==> src/rtl/pong_display_pkg.sv <==
// Shared definitions for the score display path.
// Holds the BCD nibble width, the default digit count, the converter state
// encoding and a helper that gives the largest value a digit count can show.
package pong_display_pkg;

  localparam int BCD_W          = 4;
  localparam int DEFAULT_DIGITS = 6;

  typedef enum logic [1:0] {
    S_IDLE  = 2'd0,
    S_SHIFT = 2'd1,
    S_DONE  = 2'd2
  } state_t;

  // Largest value representable with 'digits' decimal digits (10^digits - 1).
  // Evaluated at elaboration time only, so the loop costs no logic.
  function automatic logic [63:0] bcd_max(input int digits);
    logic [63:0] p;
    p = 64'd1;
    for (int i = 0; i < digits; i++) begin
      p = p * 64'd10;
    end
    return p - 64'd1;
  endfunction

endpackage

==> src/rtl/bin_to_bcd_serial_if.sv <==
// Bundle between a producer of binary values and the serial BCD converter.
//   start     : request a conversion of bin_in
//   bin_in    : binary value to convert
//   busy      : conversion in progress (including the done cycle)
//   done      : one-cycle pulse when the result registers update
//   overflow  : captured value exceeded the displayable range
//   bcd_out   : packed BCD digits, digit 0 = units in the low nibble
//   lead_zero : per-digit blanking mask for leading zeros
// master = requester side, slave = converter side.
interface bin_to_bcd_serial_if
  import pong_display_pkg::*;
#(
  parameter int IN_WIDTH = 20,
  parameter int DIGITS   = DEFAULT_DIGITS
);

  logic                      start;
  logic [IN_WIDTH-1:0]       bin_in;
  logic                      busy;
  logic                      done;
  logic                      overflow;
  logic [BCD_W*DIGITS-1:0]   bcd_out;
  logic [DIGITS-1:0]         lead_zero;

  modport master (
    output start, bin_in,
    input  busy, done, overflow, bcd_out, lead_zero
  );

  modport slave (
    input  start, bin_in,
    output busy, done, overflow, bcd_out, lead_zero
  );

endinterface

==> src/rtl/bin_to_bcd_serial_add3.sv <==
// Double-dabble correction cell: a BCD nibble of 5 or more gets +3 so that
// the following left shift carries correctly into the next decimal digit.
//   digit_in  : current BCD nibble (0..9 by construction)
//   digit_out : corrected nibble
module bcd_add3 (
  input  logic [3:0] digit_in,
  output logic [3:0] digit_out
);

  // Input never exceeds 9, so the 4-bit sum cannot carry out.
  assign digit_out = (digit_in >= 4'd5) ? (digit_in + 4'd3) : digit_in;

endmodule

==> src/rtl/bin_to_bcd_serial.sv <==
// Sequential double-dabble binary-to-BCD converter for the score display.
// Converts one value per request, one bit per clock, and presents packed BCD
// digits plus a leading-zero blanking mask on registered outputs.
//   clk : system clock, rising edge
//   rst : asynchronous active-high reset
//   bus : slave side of bin_to_bcd_serial_if (start/bin_in in,
//         busy/done/overflow/bcd_out/lead_zero out)
module bin_to_bcd_serial
  import pong_display_pkg::*;
#(
  parameter int IN_WIDTH = 20,
  parameter int DIGITS   = DEFAULT_DIGITS
) (
  input  logic               clk,
  input  logic               rst,
  bin_to_bcd_serial_if.slave bus
);

  localparam int BCD_BITS = BCD_W * DIGITS;
  localparam int WORK_W   = BCD_BITS + IN_WIDTH;
  localparam int CNT_W    = $clog2(IN_WIDTH + 1);

  // The range compare must be wide enough for both the input and the
  // decimal limit, otherwise one of them would be truncated.
  localparam logic [63:0] MAX_VAL64 = bcd_max(DIGITS);
  localparam int          MAX_BITS  = $clog2(MAX_VAL64 + 64'd1);
  localparam int          CMP_W     = (IN_WIDTH > MAX_BITS) ? IN_WIDTH : MAX_BITS;
  localparam logic [CMP_W-1:0] MAX_VAL = MAX_VAL64[CMP_W-1:0];

  localparam logic [DIGITS-1:0] LZ_RESET = {{(DIGITS-1){1'b1}}, 1'b0};

  state_t              state;
  state_t              state_next;
  logic [WORK_W-1:0]   work_q;
  logic [CNT_W-1:0]    cnt_q;
  logic                ovf_q;
  logic                busy_q;
  logic                done_q;
  logic                overflow_q;
  logic [BCD_BITS-1:0] bcd_q;
  logic [DIGITS-1:0]   lz_q;

  logic                accept;
  logic [BCD_BITS-1:0] bcd_adj;
  logic [WORK_W-1:0]   work_shifted;
  logic [CMP_W-1:0]    bin_ext;
  logic [BCD_BITS-1:0] bcd_result;
  logic [DIGITS-1:0]   lz_result;
  logic                zero_run;

  // A request is taken only when idle and not still showing the previous
  // done pulse; busy covers the done cycle, so back-to-back requests land
  // on the idle cycle that follows it.
  assign accept  = (state == S_IDLE) && bus.start && !busy_q;
  assign bin_ext = CMP_W'(bus.bin_in);

  // All BCD nibbles are corrected in parallel before every shift.
  for (genvar g = 0; g < DIGITS; g++) begin : g_add3
    bcd_add3 u_add3 (
      .digit_in  (work_q[IN_WIDTH + BCD_W*g +: BCD_W]),
      .digit_out (bcd_adj[BCD_W*g +: BCD_W])
    );
  end

  assign work_shifted = {bcd_adj[BCD_BITS-2:0], work_q[IN_WIDTH-1:0], 1'b0};

  // Out-of-range values saturate to all nines so the display shows a
  // recognisable ceiling rather than garbage digits.
  assign bcd_result = ovf_q ? {DIGITS{4'h9}} : work_q[WORK_W-1:IN_WIDTH];

  // Digit i is blank when it and every digit above it are zero; the units
  // digit is never blanked so a value of zero still shows "0".
  always_comb begin
    lz_result = '0;
    zero_run  = 1'b1;
    for (int i = DIGITS-1; i >= 1; i--) begin
      zero_run     = zero_run & (bcd_result[BCD_W*i +: BCD_W] == 4'd0);
      lz_result[i] = zero_run;
    end
  end

  // State register.
  always_ff @(posedge clk or posedge rst) begin
    if (rst) begin
      state <= S_IDLE;
    end else begin
      state <= state_next;
    end
  end

  // Next-state logic: one shift per input bit, then a single result cycle.
  always_comb begin
    state_next = state;
    case (state)
      S_IDLE:  if (accept) state_next = S_SHIFT;
      S_SHIFT: if (cnt_q == CNT_W'(1)) state_next = S_DONE;
      S_DONE:  state_next = S_IDLE;
      default: state_next = S_IDLE;
    endcase
  end

  // Working register and bit counter.
  always_ff @(posedge clk or posedge rst) begin
    if (rst) begin
      work_q <= '0;
      cnt_q  <= '0;
      ovf_q  <= 1'b0;
    end else begin
      case (state)
        S_IDLE: begin
          if (accept) begin
            work_q <= {{BCD_BITS{1'b0}}, bus.bin_in};
            ovf_q  <= (bin_ext > MAX_VAL);
            cnt_q  <= CNT_W'(IN_WIDTH);
          end
        end
        S_SHIFT: begin
          work_q <= work_shifted;
          cnt_q  <= cnt_q - CNT_W'(1);
        end
        default: ;
      endcase
    end
  end

  // Output registers load at the end of the result state, so the new
  // digits and the done pulse appear together in the following cycle and
  // the display never sees a partial result.
  always_ff @(posedge clk or posedge rst) begin
    if (rst) begin
      busy_q     <= 1'b0;
      done_q     <= 1'b0;
      overflow_q <= 1'b0;
      bcd_q      <= '0;
      lz_q       <= LZ_RESET;
    end else begin
      done_q <= (state == S_DONE);
      if (accept) begin
        busy_q <= 1'b1;
      end else if (done_q) begin
        busy_q <= 1'b0;
      end
      if (state == S_DONE) begin
        bcd_q      <= bcd_result;
        overflow_q <= ovf_q;
        lz_q       <= lz_result;
      end
    end
  end

  assign bus.busy      = busy_q;
  assign bus.done      = done_q;
  assign bus.overflow  = overflow_q;
  assign bus.bcd_out   = bcd_q;
  assign bus.lead_zero = lz_q;

endmodule

==> src/flat_wrapper.sv <==
// flat-port wrapper written by rule: the top's interface ports become plain ports
module bin_to_bcd_serial_flat import pong_display_pkg::*;
#(
  parameter int IN_WIDTH = 20,
  parameter int DIGITS   = DEFAULT_DIGITS
)
  (clk, rst, bus_start, bus_bin_in, bus_busy, bus_done, bus_overflow, bus_bcd_out, bus_lead_zero);
  bin_to_bcd_serial_if #(.IN_WIDTH(IN_WIDTH), .DIGITS(DIGITS)) bus_i ();
  input  logic clk;
  input  logic rst;
  input wire logic [$bits(bus_i.start)-1:0] bus_start;
  input wire logic [$bits(bus_i.bin_in)-1:0] bus_bin_in;
  output wire logic [$bits(bus_i.busy)-1:0] bus_busy;
  output wire logic [$bits(bus_i.done)-1:0] bus_done;
  output wire logic [$bits(bus_i.overflow)-1:0] bus_overflow;
  output wire logic [$bits(bus_i.bcd_out)-1:0] bus_bcd_out;
  output wire logic [$bits(bus_i.lead_zero)-1:0] bus_lead_zero;
  assign bus_i.start = bus_start;
  assign bus_i.bin_in = bus_bin_in;
  assign bus_busy = bus_i.busy;
  assign bus_done = bus_i.done;
  assign bus_overflow = bus_i.overflow;
  assign bus_bcd_out = bus_i.bcd_out;
  assign bus_lead_zero = bus_i.lead_zero;
  bin_to_bcd_serial #(.IN_WIDTH(IN_WIDTH), .DIGITS(DIGITS)) u_core (.clk(clk), .rst(rst), .bus(bus_i));
endmodule
==> config.mk <==
export PLATFORM = sky130hd
export DESIGN_NAME = bin_to_bcd_serial_flat
export DESIGN_NICKNAME = d
export VERILOG_FILES = /design/src/rtl/pong_display_pkg.sv /design/src/rtl/bin_to_bcd_serial_if.sv /design/src/rtl/bin_to_bcd_serial_add3.sv /design/src/rtl/bin_to_bcd_serial.sv /design/src/flat_wrapper.sv
export SDC_FILE = /design/constraint.sdc
export NUM_CORES = 1
export LEC_CHECK = 0
export CORE_MARGIN = 2
export CORE_UTILIZATION = 59
export DETAILED_ROUTE_END_ITERATION = 16
export GPL_TIMING_DRIVEN = 0
export PLACE_DENSITY = 0.82
export SKIP_LAST_GASP = 1
export SLEW_MARGIN = 30
export SYNTH_ARGS = -nofsm -noshare
export SYNTH_HDL_FRONTEND = slang
export SYNTH_HIERARCHICAL = 1
export SYNTH_SLANG_ARGS = --single-unit
==> constraint.sdc <==
create_clock -name clk -period 6.9 [get_ports clk]
set_input_delay 1.38 -clock clk [delete_from_list [all_inputs] [get_ports clk]]
set_output_delay 1.38 -clock clk [all_outputs]
set_load 0.02 [all_outputs]
==> reports/qor.yml <==
fin_skew_ns: 0.008353
clock_latency_ns: 0.36
crit_type: "flip-flop to output pin"
syn2layout_area_growth_pct: 21.43
r2r_start: "u_core/ovf_q$_DFFE_PP0P_"
die-width_um: 87.76
power_mw: 2.228
dp_hpwl_um: 6310
wl_um: 9070
gr-usage-met3_pct: 3.959
crit_path_start: "u_core/bus.lead_zero[5]$_DFFE_PP1P_"
power.density_nw_per_um2: 443.4
syn-num-nets: 517
power_frac_comb_pct: 45.2
status: "finished clean"
p_seq_share_pct: 39.1
clkPwrFrac_pct: 15.7
cts_resized: 0
fin_area_um2: 5026
critPathMaxStageDelay_ns: 0.60
drv_cap: 0
arrival_ns: 1.49
crit_required_ns: 5.52
hold_class: "flip-flop to flip-flop"
first_global_vias: 3338
fmax_ghz: 0.3481
gp_congestion: 0.8577
post_cts_buffers: 0
cts_sinks: 84
gr-usage-met2_pct: 42.63
fin_nets: 583
rsz0062_at_grt: "false"
drc: 0
ant_nets: 0
setup_viol: 0
cts_tree: "done"
reg2reg_to: "u_core/bus.lead_zero[1]$_DFFE_PP1P_"
crit_family: "buffers and inverters"
initial_core_util_pct: 60.92
worst_pin_slew_ns: 0.6076
dieArea_um2: 7701
busiest_layer: "met2"
crit_slowest_cell: "clkdlybuf4s50_1"
antenna_found_initial: 0
power_switching_mw: 0.9257
cp.depth: 1
avgSynthCellArea_um2: 8.623
r2r_setup_slack_ns: 5.12
dieHeight_um: 87.76
reg2regPathDepth: 5
grt_usage_pct: 25.40
vias_per_cell: 5.458
fin_tns_setup_ns: 0
grt_pass1_wl_um: 15210
power.internal_mw: 1.303
place_inst: 631
fin_crit_ns: 2.872
slew_headroom_pct: 59.49
ys_warn_count: 6
p_leak_nw: 2.319
critical_path.startpoint_type: "flip-flop"
crit_buf_inv: 1
hold_viol: 0
drive_gt1_share_pct: 6.545
synth_area_um2: 4139
fp.coreArea_um2: 6794
endpoint: "bus_lead_zero[5]"
path_cells: "clkdlybuf4s50_1"
root_buffer: "clkbuf_8"
syn_inst: 480
num_rows: 30
wl_per_cell_um: 14.04
drtIter0Drc: 173
worstPathMaxFanout: 2
place_area_um2: 4832
grt_max_degree: 63
route.vias.total: 3526
io_buffers: 54
crit_path_end_kind: "output pin"
firstDrtPassIters: 4
antenna-diode-count: 0
io_pins: 56
postCtsHoldBufs: 0
switching_share_pct: 41.54
numCtsBuffers: 9
drv_slew: 0
use_met1_pct: 32.82
peakVddDrop_v: 0.0002092
grt-ovfl-total: 0
htree_levels: 3
clk_pin_slew_worst_paths_ns: 0.08
clockBufferDepth: 2
period_share_pct: 41.63
stdcell_count: 646
## per-stage QoR
stage               setup slack, ns  hold slack (ns)  utilization (%)
floorplan                     3.363           0.4386                -
global placement              2.118           0.4466            70.64
detailed placement            3.787           0.4537            71.12
CTS                           4.009           0.4638            73.98
global route                  3.997           0.4792            73.98
finish                        4.028           0.4601            73.98
## registers in the layout, summed over array words and instances, names as in the netlist
name	flops
u_core/bus.bcd_out	24
u_core/bus.busy	1
u_core/bus.done	1
u_core/bus.lead_zero	5
u_core/bus.overflow	1
u_core/cnt_q	5
u_core/ovf_q	1
u_core/state	2
u_core/work_q	44
## worst min path at each step
stage / end / from / slack (ns) / depth (start not counted)
floorplan: u_core/work_q[20]$_DFFE_PP0P_ / u_core/work_q[19]$_DFFE_PP0P_ / 0.44 / 2
finish: u_core/bus.busy$_DFFE_PP0P_ / u_core/bus.done$_DFF_PP0_ / 0.46 / 1
global placement: u_core/bus.lead_zero[2]$_DFFE_PP1P_ / u_core/bus.lead_zero[2]$_DFFE_PP1P_ / 0.45 / 2
detailed placement: u_core/bus.busy$_DFFE_PP0P_ / u_core/bus.done$_DFF_PP0_ / 0.45 / 1
CTS: u_core/bus.busy$_DFFE_PP0P_ / u_core/bus.done$_DFF_PP0_ / 0.46 / 1
global route: u_core/bus.lead_zero[4]$_DFFE_PP1P_ / u_core/bus.lead_zero[4]$_DFFE_PP1P_ / 0.48 / 2
## power groups by stage
stage | sequential [mW] | clock (mW) | combinational [mW]
finish | 0.871 | 0.351 | 1.01
detailed placement | 0.874 | 0 | 1.00
floorplan | 0.912 | 0 | 0.633
global placement | 0.864 | 0 | 0.955
CTS | 0.868 | 0.358 | 1.01
global route | 0.898 | 0.373 | 1.14
## final cells by class
| cell class | instances | area, µm² |
|---|---|---|
| Clock buffer | 13 | 158.9 |
| Inverter | 17 | 68.82 |
| Clock inverter | 2 | 35.03 |
| Fill cell | 509 | 1768 |
| Timing Repair Buffer | 55 | 568.0 |
| Multi-Input combinational cell | 352 | 1852 |
| Tap cell | 96 | 120.1 |
| Sequential cell | 84 | 2108 |
| Buffer | 27 | 115.1 |
## cells in the final DEF (no fill, tap or decap), types with 6 or more instances in the layout
| master | count |
|---|---|
| nand2_1 | 136 |
| dfrtp_1 | 79 |
| clkdlybuf4s50_1 | 54 |
| nor2_1 | 46 |
| o21ai_0 | 30 |
| nand3_1 | 29 |
| nand2b_1 | 25 |
| clkbuf_1 | 22 |
| inv_1 | 16 |
| ha_1 | 14 |
| clkbuf_8 | 11 |
| a31oi_1 | 11 |
| o21ai_1 | 11 |
| o22ai_1 | 8 |
| a21oi_2 | 6 |
| mux2i_1 | 6 |
| xnor2_1 | 6 |
## routing by layer
| layer | vias up | wire, µm |
|---|---|---|
| met5 | - | 0 |
| met2 | 86 | 4617 |
| met3 | 15 | 388 |
| li1 | 1710 | - |
| met1 | 1715 | 3898 |
| met4 | 0 | 166 |
Note: power is estimated with default switching activity, not from simulation.
